[src/rtl/ctrl_seq_unit.sv]
// Multi-cycle control sequencer: FETCH/DEC/RD/ALU/MEM/WB stage enables with memory
// handshake, watchdog and halt/resume. Define CTRL_SEQ_PERF_EN to build the stall counter.
module ctrl_seq_unit #(
  parameter int ALU_CYCLES = 1,
  parameter int TIMEOUT    = 16,
  parameter int CNT_W      = 16
) (
  input  logic             clk,
  input  logic             reset,
  input  logic             mem_ready,
  input  logic             needs_mem,
  input  logic             halt_req,
  input  logic             resume,
  output logic             enfetch,
  output logic             endec,
  output logic             enrgrd,
  output logic             enalu,
  output logic             enmem,
  output logic             update,
  output logic [2:0]       state,
  output logic             halted,
  output logic             timeout_err,
  output logic [CNT_W-1:0] instr_count,
  output logic [15:0]      stall_count
);

  typedef enum logic [2:0] {
    ST_FETCH = 3'd0,
    ST_DEC   = 3'd1,
    ST_RD    = 3'd2,
    ST_ALU   = 3'd3,
    ST_MEM   = 3'd4,
    ST_WB    = 3'd5,
    ST_HALT  = 3'd6
  } state_t;

  localparam int ALU_W  = 3;
  localparam int WAIT_W = 8;
  localparam logic [ALU_W-1:0]  ALU_LAST  = ALU_W'(ALU_CYCLES - 1);
  localparam logic [WAIT_W-1:0] WAIT_LAST = WAIT_W'(TIMEOUT - 1);

  if (ALU_CYCLES < 1 || ALU_CYCLES > 8) begin : g_bad_alu_cycles
    $error("ctrl_seq_unit: ALU_CYCLES must be in 1..8");
  end
  if (TIMEOUT < 2 || TIMEOUT > 255) begin : g_bad_timeout
    $error("ctrl_seq_unit: TIMEOUT must be in 2..255");
  end
  if (CNT_W < 1) begin : g_bad_cnt_w
    $error("ctrl_seq_unit: CNT_W must be at least 1");
  end

  state_t             state_reg, state_next;
  logic [2:0]         state_next_code;
  logic               run_reg;
  logic [ALU_W-1:0]   alu_cnt_reg, alu_cnt_next;
  logic [WAIT_W-1:0]  wait_cnt_reg, wait_cnt_next;
  logic               timeout_err_reg, timeout_err_next;
  logic [CNT_W-1:0]   instr_cnt_reg, instr_cnt_next;
  logic [5:0]         en_reg, en_next;
  logic               halted_reg;

  // run_reg is low for the first edge after reset release so that edge lands in FETCH.
  always_ff @(posedge clk) begin
    if (!reset) begin
      state_reg <= ST_FETCH;
      run_reg   <= 1'b0;
    end else begin
      state_reg <= state_next;
      run_reg   <= 1'b1;
    end
  end

  always_comb begin
    state_next       = state_reg;
    alu_cnt_next     = alu_cnt_reg;
    wait_cnt_next    = wait_cnt_reg;
    timeout_err_next = timeout_err_reg;
    instr_cnt_next   = instr_cnt_reg;
    if (run_reg) begin
      unique case (state_reg)
        ST_FETCH, ST_MEM: begin
          if (mem_ready) begin
            wait_cnt_next = '0;
            state_next    = (state_reg == ST_FETCH) ? ST_DEC : ST_WB;
          end else if (wait_cnt_reg == WAIT_LAST) begin
            wait_cnt_next    = '0;
            timeout_err_next = 1'b1;
            state_next       = ST_HALT;
          end else begin
            wait_cnt_next = wait_cnt_reg + WAIT_W'(1);
          end
        end
        ST_DEC: state_next = ST_RD;
        ST_RD:  state_next = ST_ALU;
        ST_ALU: begin
          if (alu_cnt_reg == ALU_LAST) begin
            alu_cnt_next = '0;
            state_next   = needs_mem ? ST_MEM : ST_WB;
          end else begin
            alu_cnt_next = alu_cnt_reg + ALU_W'(1);
          end
        end
        ST_WB: begin
          instr_cnt_next = instr_cnt_reg + CNT_W'(1);
          state_next     = halt_req ? ST_HALT : ST_FETCH;
        end
        ST_HALT: begin
          if (resume) state_next = ST_FETCH;
        end
        default: state_next = ST_FETCH;
      endcase
    end
  end

  // Enables are registered from the next state so they line up with the state output.
  assign state_next_code = state_next;
  for (genvar gi = 0; gi < 6; gi++) begin : g_en
    assign en_next[gi] = (state_next_code == 3'(gi));
  end

  always_ff @(posedge clk) begin
    if (!reset) begin
      alu_cnt_reg     <= '0;
      wait_cnt_reg    <= '0;
      timeout_err_reg <= 1'b0;
      instr_cnt_reg   <= '0;
      en_reg          <= '0;
      halted_reg      <= 1'b0;
    end else begin
      alu_cnt_reg     <= alu_cnt_next;
      wait_cnt_reg    <= wait_cnt_next;
      timeout_err_reg <= timeout_err_next;
      instr_cnt_reg   <= instr_cnt_next;
      en_reg          <= en_next;
      halted_reg      <= (state_next == ST_HALT);
    end
  end

`ifdef CTRL_SEQ_PERF_EN
  logic        stalled;
  logic [15:0] stall_cnt_reg;

  assign stalled = run_reg && !mem_ready &&
                   ((state_reg == ST_FETCH) || (state_reg == ST_MEM));

  always_ff @(posedge clk) begin
    if (!reset) begin
      stall_cnt_reg <= '0;
    end else if (stalled && (stall_cnt_reg != 16'hFFFF)) begin
      stall_cnt_reg <= stall_cnt_reg + 16'd1;
    end
  end

  assign stall_count = stall_cnt_reg;
`else
  assign stall_count = 16'h0000;
`endif

  assign enfetch     = en_reg[0];
  assign endec       = en_reg[1];
  assign enrgrd      = en_reg[2];
  assign enalu       = en_reg[3];
  assign enmem       = en_reg[4];
  assign update      = en_reg[5];
  assign state       = state_reg;
  assign halted      = halted_reg;
  assign timeout_err = timeout_err_reg;
  assign instr_count = instr_cnt_reg;

endmodule

[config.mk]
export PLATFORM = sky130hd
export DESIGN_NAME = ctrl_seq_unit
export DESIGN_NICKNAME = d
export VERILOG_FILES = /design/src/rtl/ctrl_seq_unit.sv
export SDC_FILE = /design/constraint.sdc
export NUM_CORES = 1
export LEC_CHECK = 0
export BUFFER_PORTS_ARGS = -buffer_cell sky130_fd_sc_hd__buf_2
export CORE_MARGIN = 10
export CORE_UTILIZATION = 47
export DETAILED_ROUTE_END_ITERATION = 8
export PLACE_DENSITY = 0.81
export SETUP_SLACK_MARGIN = 0.4
export SLEW_MARGIN = 15
export SYNTH_ARGS = -nofsm -noshare
export SYNTH_HDL_FRONTEND = slang
export SYNTH_SLANG_ARGS = --single-unit
[constraint.sdc]
create_clock -name clk -period 1.7 [get_ports clk]
set_clock_uncertainty 0.2 [all_clocks]
set_input_delay 0.17 -clock clk [delete_from_list [all_inputs] [get_ports clk]]
set_output_delay 0.17 -clock clk [all_outputs]
set_load 0.01 [all_outputs]
======== Yosys cells after proc, flatten, opt, wreduce, memory -nomap -nowiden ========
Cells that the tools add are included.
word-level totals
  flip-flop bits (word level) ............. 39
  latch bits .............................. 0
  memory bits (writable) .................. 0
  bits in read-only memories .............. 0
  bits of input ports ..................... 6
  output and inout bits ................... 43
  word-level logic and storage cells ...... 46
  memories kept ........................... 0
cells by class
  add/subtract/negate cells ............... 3
  $mul .................................... 0
  div/mod/pow operators ................... 0
  $lt $le $gt $ge ......................... 0
  equal/unequal tests ..................... 13
  shifts and indexed selects .............. 0
  muxes and demuxes ....................... 13
  bitwise gates (word level) .............. 1
  reduce and logical (&&, ||, !) cells .... 8
operators by type and width
  kind                                                             count
  3-bit 2-to-1 mux                                                 8
  3-bit == test, second input constant                             6
  3-bit case mux with 6 select lines                               1
  16-bit by 1-bit adder with 16-bit output, second input constant  1
  8-bit 2-to-1 mux                                                 2
  3-bit by 2-bit == test with 1-bit output, second input constant  4
  3-bit logical NOT                                                3
  8-bit by 1-bit adder with 8-bit output, second input constant    1
  8-bit by 4-bit == test with 1-bit output, second input constant  1
  3-bit by 1-bit == test with 1-bit output, second input constant  2
  2-bit AND reduction                                              3
  4-bit AND reduction                                              1
  3-bit by 1-bit adder with 3-bit output, second input constant    1
  1-bit 2-to-1 mux                                                 2
  2-bit OR reduction                                               1
  1-bit NOT                                                        1

======== Depth between registers and ports, before layout ========
Gate-level depths: netlist of the first run.
  depth in word-level cells ............... 6
  gate-level depth with buffers ........... 6
  gate-level depth less buffers ........... 6

======== Worst setup path after synthesis of the first run ========
Ideal clock, no wire load.
  kind .................................... register to register
  from .................................... reg wait_cnt_reg[0]
  to ...................................... reg en_reg[3]
  setup time .............................. 139 ps
  arrival time ............................ 1394 ps
  required time ........................... 1361 ps
  setup slack ............................. -33 ps
  stages on the path, launching flop included .. 6
  path buffers ............................ 0
  period minus slack after synthesis ...... 1733 ps
  cell sequence ........................... dfxtp_1 -> ha_1 -> and3_1 -> and4b_1 -> a221oi_1 -> nor3_1
between the ends
  cells in the longest elaborated chain, start to end .. 6
ends and longest elaborated chain
  what                                      RTL line  RTL
  from (decl)                               56        logic [WAIT_W-1:0] wait_cnt_reg, wait_cnt_next;
  from (signal assigned)                    131       wait_cnt_reg <= wait_cnt_next;
  8-bit by 4-bit == test with 1-bit output  85        end else if (wait_cnt_reg == WAIT_LAST) begin
  3-bit 2-to-1 mux                          85
  3-bit 2-to-1 mux                          82        if (mem_ready) begin
  3-bit case mux with 6 select lines        80        unique case (state_reg)
  3-bit 2-to-1 mux                          79        if (run_reg) begin
  3-bit by 2-bit == test with 1-bit output  118       assign en_next[gi] = (state_next_code == 3'(gi));
  to (signal assigned)                      134       en_reg <= en_next;
  to (decl)                                 59        logic [5:0] en_reg, en_next;
Every way passes these cells.
A chain may end at the register's enable or synchronous reset.

======== Worst setup path in the final report of the first run ========
  from .................................... reg alu_cnt_reg[1]
  to ...................................... reg en_reg[2]
between the ends
  cells in the longest elaborated chain, start to end .. 5
ends and longest elaborated chain
  what                                      RTL line  RTL
  from (decl)                               55        logic [ALU_W-1:0] alu_cnt_reg, alu_cnt_next;
  from (signal assigned)                    130       alu_cnt_reg <= alu_cnt_next;
  3-bit logical NOT                         96        if (alu_cnt_reg == ALU_LAST) begin
  3-bit 2-to-1 mux                          96
  3-bit case mux with 6 select lines        80
  3-bit 2-to-1 mux                          79
  3-bit by 2-bit == test with 1-bit output  118
Every way passes these cells.

==> reports/results.ini, run 1 <==
[run_status]
status=finished with violations
violations=setup timing

[clocking]
h-tree-depth=2
cts.path.max_buffers=2
cts_tree=built
cts_sinks=39
clk_latency_ns=0.30
clkTransAtPathRegs_ns=0.08
clock-root-buffer=clkbuf_8
cts_made_buffers=5

[logic_synthesis]
yosysMostFrequentCell=dfxtp_1
synth_seq_cells=39
synth_cell_types=45
yosys_warnings=0
synth_top_area_share_pct=40.8
netlist_area_um2=1910
synth_area_leaders=dfxtp_1 (41%), buf_4 (7.1%), nor2_1 (5.1%)
seq_area_frac_synth_pct=40.8
syn_inst=218
synth_edf_count=0
ys.flop_type=dfxtp_1
synth_common_cells=dfxtp_1 (39), nor2_1 (26), buf_4 (18)
synth_top_area_cell=dfxtp_1
postSynthAreaPerCell_um2=8.77
async_flop_share_pct=0

[power_and_ir_drop]
power_frac_comb_pct=13.5
p_per_area_nw_per_um2=676
p_int_mw=1.32
power.total_mw=1.82
p_leak_nw=1.13
swShare_pct=27.1
power_switching_mw=0.493
vdd_drop_max_mv=0.346
seqPwrFrac_pct=52.0
clkPwrFrac_pct=34.5

[worst_setup_path]
start_kind=flip-flop
critPathKind=flip-flop to flip-flop
critPathArrivalTime_ns=1.78
critPathMaxFanout=4
required_ns=1.70
endpoint_kind=flip-flop

[place]
place_hpwl_mm=3.42
port_buffers=32
gp_congestion=0.831
place_area_um2=2270
pre_cts_slack_ns=0.0142

[finish]
nets=294
fin_area_um2=2690
antenna_cells=0
drive_above_1_share_pct=46.7
largest_reg_flops=16
layout-area-overhead-vs-synth_pct=40.4

[timing]
max_freq_ghz=0.565
fin_crit_sh_pct=104
slew_violations=0
period_needed_ns=1.77
setup_ws_ns=-0.0715
hold_viol_final=0
rsz0062_at_grt=true
setup-violations-final=2

[floorplan]
core_um2=3970
ios=49
die_width_um=83.8
die_h_um=83.8
dieArea_um2=7020
start_util_pct=48.1
fp-row-count=23

[drt]
routed_wl_mm=5.18
route.detailed.wl_per_inst_um=15.5
drtIter0Drc=95
drc_errors=0
vias_per_cell=5.34
ant_nets=0
vias=1790
drt_first_pass_iters=4

[global_route]
grtUsageMet2_pct=23.3
grt_overflow=0
grt_use_met3_pct=5.18
grt_pass1_wl_mm=8.26
grt_use_total_pct=13.9
top_usage_layer=met2
antenna_found_initial=0
grt_start_max_net_pins=23
grt_pass1_vias=1756
use_met1_pct=15.2

[min_path]
hold_class=input port to flip-flop

[flow_run]
drv_cap=0

[layout by cell type, fill, tap and decap left out, types with 2 or more instances in the layout]
cell | synthesis | routed
o21ai_0 | 9 | 7
buf_6 | 1 | 12
nor4_4 | 1 | 3
inv_2 | 0 | 3
buf_4 | 18 | 25
dfxtp_4 | 0 | 6
nor2_2 | 1 | 2
nand3_1 | 9 | 7
clkbuf_8 | 0 | 5
nor2_1 | 26 | 25
buf_2 | 1 | 28
nand3b_1 | 2 | 2
nor3_1 | 12 | 5
nand4_1 | 7 | 7
a21oi_2 | 0 | 2
or3_1 | 6 | 5
dfxtp_2 | 0 | 13
nand2b_1 | 2 | 2
nand2_1 | 11 | 9
xor2_1 | 7 | 7
inv_1 | 7 | 4
a221o_1 | 2 | 2
ha_4 | 0 | 2
nand2_2 | 0 | 2
dfxtp_1 | 39 | 20
conb_1 | 1 | 16
a21oi_1 | 11 | 8
nand4b_1 | 4 | 4
nor3_4 | 0 | 2
nor3_2 | 0 | 5
a221oi_2 | 0 | 3
xnor2_1 | 8 | 7
[cell families (layout without fill, tap and decap cells)]
| group | after synthesis | in the layout | synth area share [%] |
|---|---|---|---|
| adder cells (fa/ha/maj) | 4 | 4 | 2.62 |
| AND/OR/NAND/NOR | 99 | 99 | 29.6 |
| AO/OA/AOI/OAI | 30 | 30 | 9.69 |
| flip-flops | 39 | 39 | 40.8 |
| XOR/XNOR | 15 | 15 | 6.87 |
| buffers and inverters | 29 | 81 | 9.69 |
| other | 1 | 16 | 0.196 |
| multiplexers | 1 | 1 | 0.524 |
[per-layer routing]
metal / share of wire [%] / up-vias
met5: 0 / -
met4: 2.7 / 0
met3: 7.0 / 15
met2: 51 / 67
met1: 39 / 839
li1: - / 869
[final timing paths]
path / from / endpoint / slack [ns] / cells past startpoint
max: alu_cnt_reg[1]$_SDFFE_PN0P_ / en_reg[2]$_SDFF_PN0_ / -0.07 / 6
min: reset / wait_cnt_reg[7]$_SDFFE_PN0P_ / 0.003 / 3
max reg2reg: alu_cnt_reg[1]$_SDFFE_PN0P_ / en_reg[2]$_SDFF_PN0_ / -0.07 / 6
min reg2reg: instr_count[15]$_SDFFE_PN0P_ / instr_count[15]$_SDFFE_PN0P_ / 0.27 / 2
[what timing repair did]
action | in CTS | in global routing
hold endpoints to repair | 2 | 0
buffers inserted | 11 | 9
pin swaps | 8 | 14
endpoints found under the setup margin | 38 | 42
hold buffers | 1 | 0
gates resized for setup | 10 | 29
[area by class of cell]
class | count | area (µm²)
tap | 50 | 62.6
clock inverter | 2 | 11.3
fill | 298 | 1290
clock buffer | 6 | 72.6
timing repair buffer | 66 | 473
sequential | 39 | 820
multi-input combinational | 165 | 1220
inverter | 7 | 26.3
[power by group through the flow]
stage | registers, mW | logic, mW | clock network, mW
final | 0.945 | 0.245 | 0.627
after floorplan | 0.977 | 0.164 | 0
after CTS | 0.955 | 0.205 | 0.637
after global placement | 0.980 | 0.181 | 0
after global routing | 0.948 | 0.267 | 0.690
after detailed placement | 0.982 | 0.185 | 0
[stage by stage]
step	instances	hold WS [ns]	util (%)	setup TNS [ns]
floorplan	233	-0.00226	-	0
global placement	306	0.183	57.1	0
detailed placement	306	0.183	57.1	0
CTS	326	0.00261	62.7	0
global route	335	0.000749	67.6	-0.574
finish	335	0.00256	67.6	-0.0774
[worst max-delay path, stage by stage (launching register included)]
cell	delay (ns)
dfxtp_2	0.34
inv_2	0.07
ha_4	0.14
nand4b_1	0.12
a221oi_2	0.33
o21ai_1	0.20
nor3_1	0.29
Power figures use the tool's default switching activity.
==> run 2, diff against run 1 <==
--- a/config.mk
+++ b/config.mk
@@ -7,3 +7,3 @@
 export LEC_CHECK = 0
-export BUFFER_PORTS_ARGS = -buffer_cell sky130_fd_sc_hd__buf_2
+export BUFFER_PORTS_ARGS = -buffer_cell sky130_fd_sc_hd__clkbuf_2
 export CORE_MARGIN = 10
--- a/constraint.sdc
+++ b/constraint.sdc
@@ -4,2 +4,2 @@
 set_output_delay 0.17 -clock clk [all_outputs]
-set_load 0.01 [all_outputs]
+set_load 0.1 [all_outputs]
==> run 2 against run 1 <==
  * The flow still finishes with violations (setup timing)
  * Setup slack improved by 0.028 ns
  * Sequential share of layout area is 4.7 points lower
  * Fmax grew 1.6%
  * Register-to-register slack gained 0.03 ns
  * Global-route usage rose by 2.3 points
  * Critical path depth fell by 1
  * Cell count increased by 4.2%
  * Worst hold slack improved by 0.016 ns
  * Sequential cell count is the same
  * Largest power group unchanged
  * Highest routed layer unchanged
==> reports/results.ini, run 2 (synthesized netlist as in run 1, its figures left out) <==
[run_status]
status=finished with violations
violations=setup timing

[clocking]
cts_tree=built
clk_latency_ns=0.30  ; about the same
cts_made_buffers=5  ; unchanged
clkTransAtPathRegs_ns=0.08  ; about the same
cts_sinks=39  ; unchanged
clock-root-buffer=clkbuf_8
h-tree-depth=2  ; unchanged
cts.path.max_buffers=2  ; unchanged

[power_and_ir_drop]
power_frac_comb_pct=25.1  ; +12 points
swShare_pct=35.5  ; +8.4 points
p_leak_nw=1.31  ; +16%
p_int_mw=1.38  ; +4.2%
p_per_area_nw_per_um2=645  ; -4.6%
vdd_drop_max_mv=0.572  ; +65%
clkPwrFrac_pct=31.3  ; -3.2 points
seqPwrFrac_pct=43.6  ; -8.4 points
power_switching_mw=0.760  ; +54%

[floorplan]
dieArea_um2=7020  ; unchanged
die_h_um=83.8  ; unchanged
start_util_pct=48.1  ; unchanged
core_um2=3970  ; unchanged
fp-row-count=23  ; unchanged
ios=49  ; unchanged
die_width_um=83.8  ; unchanged

[worst_setup_path]
required_ns=1.73  ; +0.03 ns
endpoint_kind=flip-flop
start_kind=flip-flop
critPathArrivalTime_ns=1.78  ; about the same
critPathMaxFanout=7  ; +3
critPathKind=flip-flop to flip-flop
rrSetupSlack_ns=-0.04  ; +0.03 ns

[finish]
utilization_pct=83.5  ; +16 points
layout-area-overhead-vs-synth_pct=73.4
nFillCells=201  ; -33%
drive_above_1_share_pct=59.2  ; +13 points
final_common_cell=buf_4
largest_reg_flops=16  ; unchanged
nets=308  ; +4.8%
ff_latch_area_um2=857  ; +4.6%
multi_input_area_um2=1400  ; +14%
final_cell_mix=buf_4 (32), nor2_1 (22), buf_6 (21)
antenna_cells=0  ; unchanged

[drt]
ant_nets=0  ; unchanged
vias=1969  ; +10%
wl_met1_mm=2.39  ; +17%
vias_per_cell=5.64  ; +5.6%
drt_first_pass_iters=4  ; unchanged
route.met2.wl_mm=3.75  ; +42%
route.detailed.wl_per_inst_um=19.6  ; +27%
routed_wl_mm=6.85  ; +32%
drc_errors=0  ; unchanged
dr_wl_met3_um=462  ; +28%
routed.top_layer=met4
drtIter0Drc=101  ; +6.3%

[min_path]
hold_class=input port to flip-flop

[timing]
slew_violations=0  ; unchanged
setup-violations-final=5  ; +3
max_freq_ghz=0.574  ; +1.6%
hold_viol_final=0  ; unchanged
holdWs_ns=0.0190  ; +0.0165 ns
setup_ws_ns=-0.0436  ; +0.0279 ns
period_needed_ns=1.74  ; -0.0279 ns
rsz0062_at_grt=true
fin_crit_sh_pct=103  ; -1.6 points

[global_route]
grt_use_total_pct=16.2  ; +2.3 points
grt_pass1_vias=1864  ; +6.2%
grt_overflow=0  ; unchanged
antenna_found_initial=0  ; unchanged
grt_pass1_wl_mm=9.38  ; +14%
grt_start_max_net_pins=23  ; unchanged

[place]
port_buffers=32  ; unchanged
gp_congestion=0.810  ; -2.5%
place_hpwl_mm=3.34  ; -2.3%

[flow_run]
drv_cap=0  ; unchanged

## run 2: cell count changes in the layout (fill, tap and decap cells not counted), moves of 5 or more
cell,before,now
buf_8,0,10
clkbuf_2,0,5
buf_2,28,0
buf_6,12,21
dfxtp_4,6,17
dfxtp_1,20,12
a21oi_1,8,3
a21oi_2,2,7
buf_4,25,32
## run 2: worst paths after layout
| kind | from | to | depth (start not counted) |
|---|---|---|---|
| hold / removal | reset | instr_count[15]$_SDFFE_PN0P_ | 3 |
| setup reg to reg | state[1]$_SDFF_PN0_ | en_reg[5]$_SDFF_PN0_ | 5 |
| hold reg to reg | instr_count[15]$_SDFFE_PN0P_ | instr_count[15]$_SDFFE_PN0P_ | 2 |
| setup / recovery | state[1]$_SDFF_PN0_ | en_reg[5]$_SDFF_PN0_ | 5 |
## run 2: layer usage
metal / vias to the layer above / GRT usage (%)
met5: - / 0
met4: 0 / 6.54
met3: 27 / 5.76
met2: 91 / 30.1
met1: 948 / 15.9
li1: 903 / -
## run 2: final cells by class
cell class	count	area share (%)
tap	50	1.89
sequential	39	25.8
multi-input combinational	165	42.1
inverter	7	0.792
clock buffer	7	2.60
timing repair buffer	80	26.6
clock inverter	1	0.113
## run 2: power groups by stage
stage	combinational [mW]	sequential (mW)	clock [mW]
floorplan	0.298	1.04	0
global placement	0.400	0.961	0
detailed placement	0.402	0.962	0
CTS	0.472	0.932	0.648
global route	0.560	0.933	0.713
finish	0.536	0.932	0.670
## run 2: critical path, cell delays in order (launching register included)
cell and delay [ns]:
dfxtp_4 0.40, buf_6 0.14, nand3b_1 0.17, o311ai_4 0.15, a221o_1 0.43, nor3_2 0.18
## run 2: what timing repair did
action                                  4_1_cts  5_1_grt
hold buffers                                  1        0
setup buffers                                21        9
resized for setup                           104       67
pin swaps                                    43       36
endpoints found under the setup margin       65       60
hold endpoints to repair                      1        0
## run 2: metrics by stage
step	setup TNS [ns]	area [µm²]	power (mW)	setup WS (ns)	cells
4_1_cts	0	3010	2.05	0.0510	340
5_1_grt	-0.687	3320	2.21	-0.117	349
3_5_place_dp	-0.0819	2300	1.36	-0.0325	310
3_3_place_gp	0	2300	1.36	0.0148	310
2_1_floorplan	-0.289	2120	1.34	-0.0421	233
6_report	-0.136	3320	2.14	-0.0436	349
==> run 3, diff against run 2 <==
MAX_ROUTING_LAYER = met4   (was default)
==> run 3 against run 2 <==
  * The flow still finishes with violations (setup timing)
  * Clock-buffer cell count is the same
  * Sequential share of layout area increased by 0.36 points
  * Cell count up 0.86%
  * Wire length decreased by 4.0%
  * First-iteration DRC count increased by 28%
  * Worst hold slack got worse by 0.0058 ns
  * Non-clock buffer count up 3
  * Die area stayed put
  * Highest routed layer unchanged
  * Critical path depth stayed put
==> reports/results.ini, run 3 (synthesized netlist as in run 1, its figures left out) <==
[finish]
antenna_cells=0  ; unchanged
stdcell_count=352  ; +0.86%
final_cell_mix=buf_4 (37), nor2_1 (22), buf_6 (19)
layout-area-overhead-vs-synth_pct=70.8
largest_reg_flops=16  ; unchanged
final_common_cell=buf_4
nets=311  ; +0.97%
utilization_pct=82.2  ; -1.3 points
drive_above_1_share_pct=57.0  ; -2.2 points

[drt]
vias=1943  ; -1.3%
drt_first_pass_iters=4  ; unchanged
routed_wl_mm=6.58  ; -4.0%
ant_nets=0  ; unchanged
vias_per_cell=5.52  ; -2.2%
drc_errors=0  ; unchanged
drtIter0Drc=129  ; +28%
route.detailed.wl_per_inst_um=18.7  ; -4.8%

[floorplan]
fp-row-count=23  ; unchanged
die_width_um=83.8  ; unchanged
dieArea_um2=7020  ; unchanged
ios=49  ; unchanged
die_h_um=83.8  ; unchanged
start_util_pct=48.1  ; unchanged
core_um2=3970  ; unchanged

[place]
pre_cts_slack_ns=-0.0325  ; unchanged
port_buffers=32  ; unchanged
place_hpwl_mm=3.34  ; unchanged
dp.cells=310  ; unchanged
gp_congestion=0.821  ; +1.5%

[worst_setup_path]
critPathMaxFanout=6  ; -1
r2r-end=instr_count[13]$_SDFFE_PN0P_
reg2reg_depth=5  ; unchanged
start_kind=flip-flop
r2r-start=instr_count[9]$_SDFFE_PN0P_
endpoint_kind=flip-flop
endpoint=instr_count[13]$_SDFFE_PN0P_
critPathArrivalTime_ns=1.79  ; about the same
critPathKind=flip-flop to flip-flop
required_ns=1.67  ; -0.06 ns
rrSetupSlack_ns=-0.12  ; -0.08 ns
startpoint=instr_count[9]$_SDFFE_PN0P_

[clocking]
clock-root-buffer=clkbuf_8
cts.path.max_buffers=2  ; unchanged
h-tree-depth=2  ; unchanged
clk_latency_ns=0.30  ; about the same
cts_tree=built
cts_sinks=39  ; unchanged
cts_made_buffers=5  ; unchanged
clkTransAtPathRegs_ns=0.08  ; about the same

[min_path]
hp-start=reset
whs_path_depth=3  ; unchanged
hold_class=input port to flip-flop

[timing]
rsz0062_at_grt=true
period_needed_ns=1.82  ; +0.0753 ns
holdWs_ns=0.0132  ; -0.00582 ns
max_freq_ghz=0.550  ; -4.1%
setup_ws_ns=-0.119  ; -0.0753 ns
slew_violations=0  ; unchanged
setup-violations-final=2  ; -3
hold_viol_final=0  ; unchanged
fin_crit_sh_pct=107  ; +4.4 points

[global_route]
grt_pass1_wl_mm=9.38  ; about the same
grt_pass1_vias=1868  ; +0.21%
grt_overflow=0  ; unchanged
antenna_found_initial=0  ; unchanged
grt_start_max_net_pins=23  ; unchanged
grt_use_total_pct=16.6  ; +0.40 points

[power_and_ir_drop]
p_leak_nw=1.32  ; +0.37%
power.total_mw=2.10  ; -1.8%
p_per_area_nw_per_um2=643  ; -0.32%
vdd_drop_max_mv=0.459  ; -20%

[flow_run]
drv_cap=0  ; unchanged

[run_status]
violations=setup timing
status=finished with violations

## run 3: worst min-delay path by stage
stage,to,slack [ns]
final,instr_count[15]$_SDFFE_PN0P_,0.01
after global routing,instr_count[15]$_SDFFE_PN0P_,0.03
after CTS,instr_count[15]$_SDFFE_PN0P_,0.01
after detailed placement,run_reg$_DFF_P_,0.20
after global placement,run_reg$_DFF_P_,0.21
after floorplan,run_reg$_DFF_P_,-0.002
## run 3: metrics by stage
step / TNS (ns) / area, µm²
5_1_grt: -0.573 / 3270
3_3_place_gp: 0 / 2300
2_1_floorplan: -0.289 / 2120
4_1_cts: 0 / 3010
3_5_place_dp: -0.0819 / 2300
6_report: -0.119 / 3270
## run 3: timing repair
action / CTS / global route
hold buffers: 1 / 0
pin swaps: 43 / 24
hold endpoints to repair: 1 / 0
buffers inserted: 21 / 12
gates resized for setup: 104 / 54
endpoints found under the setup margin: 65 / 60
## run 3: worst max-delay path, cell delays in order (launching register included)
cell,delay [ns]
dfxtp_4,0.39
and4_1,0.23
nand4_1,0.21
buf_4,0.20
o21ai_0,0.33
a21oi_2,0.13
## run 3: area by class of cell
type                       count  area (µm²)
timing repair buffer          83         898
clock inverter                 1        3.75
tap                           50        62.6
inverter                       7        26.3
sequential                    39         856
multi-input combinational    165        1330
fill                         205         706
clock buffer                   7        86.3
## run 3: power by group
part | switching [mW] | internal, mW
clock network | 0.326 | 0.325
registers | 0.0223 | 0.910
logic | 0.379 | 0.137
total | 0.728 | 1.37
## run 3: per-layer routing
| layer | up-vias | share of wire, % | track usage [%] |
|---|---|---|---|
| li1 | 908 | - | - |
| met1 | 947 | 36 | 16.1 |
| met2 | 70 | 55 | 30.0 |
| met3 | 18 | 6.1 | 5.37 |
| met4 | 0 | 2.8 | 6.54 |
| met5 | - | 0 | - |
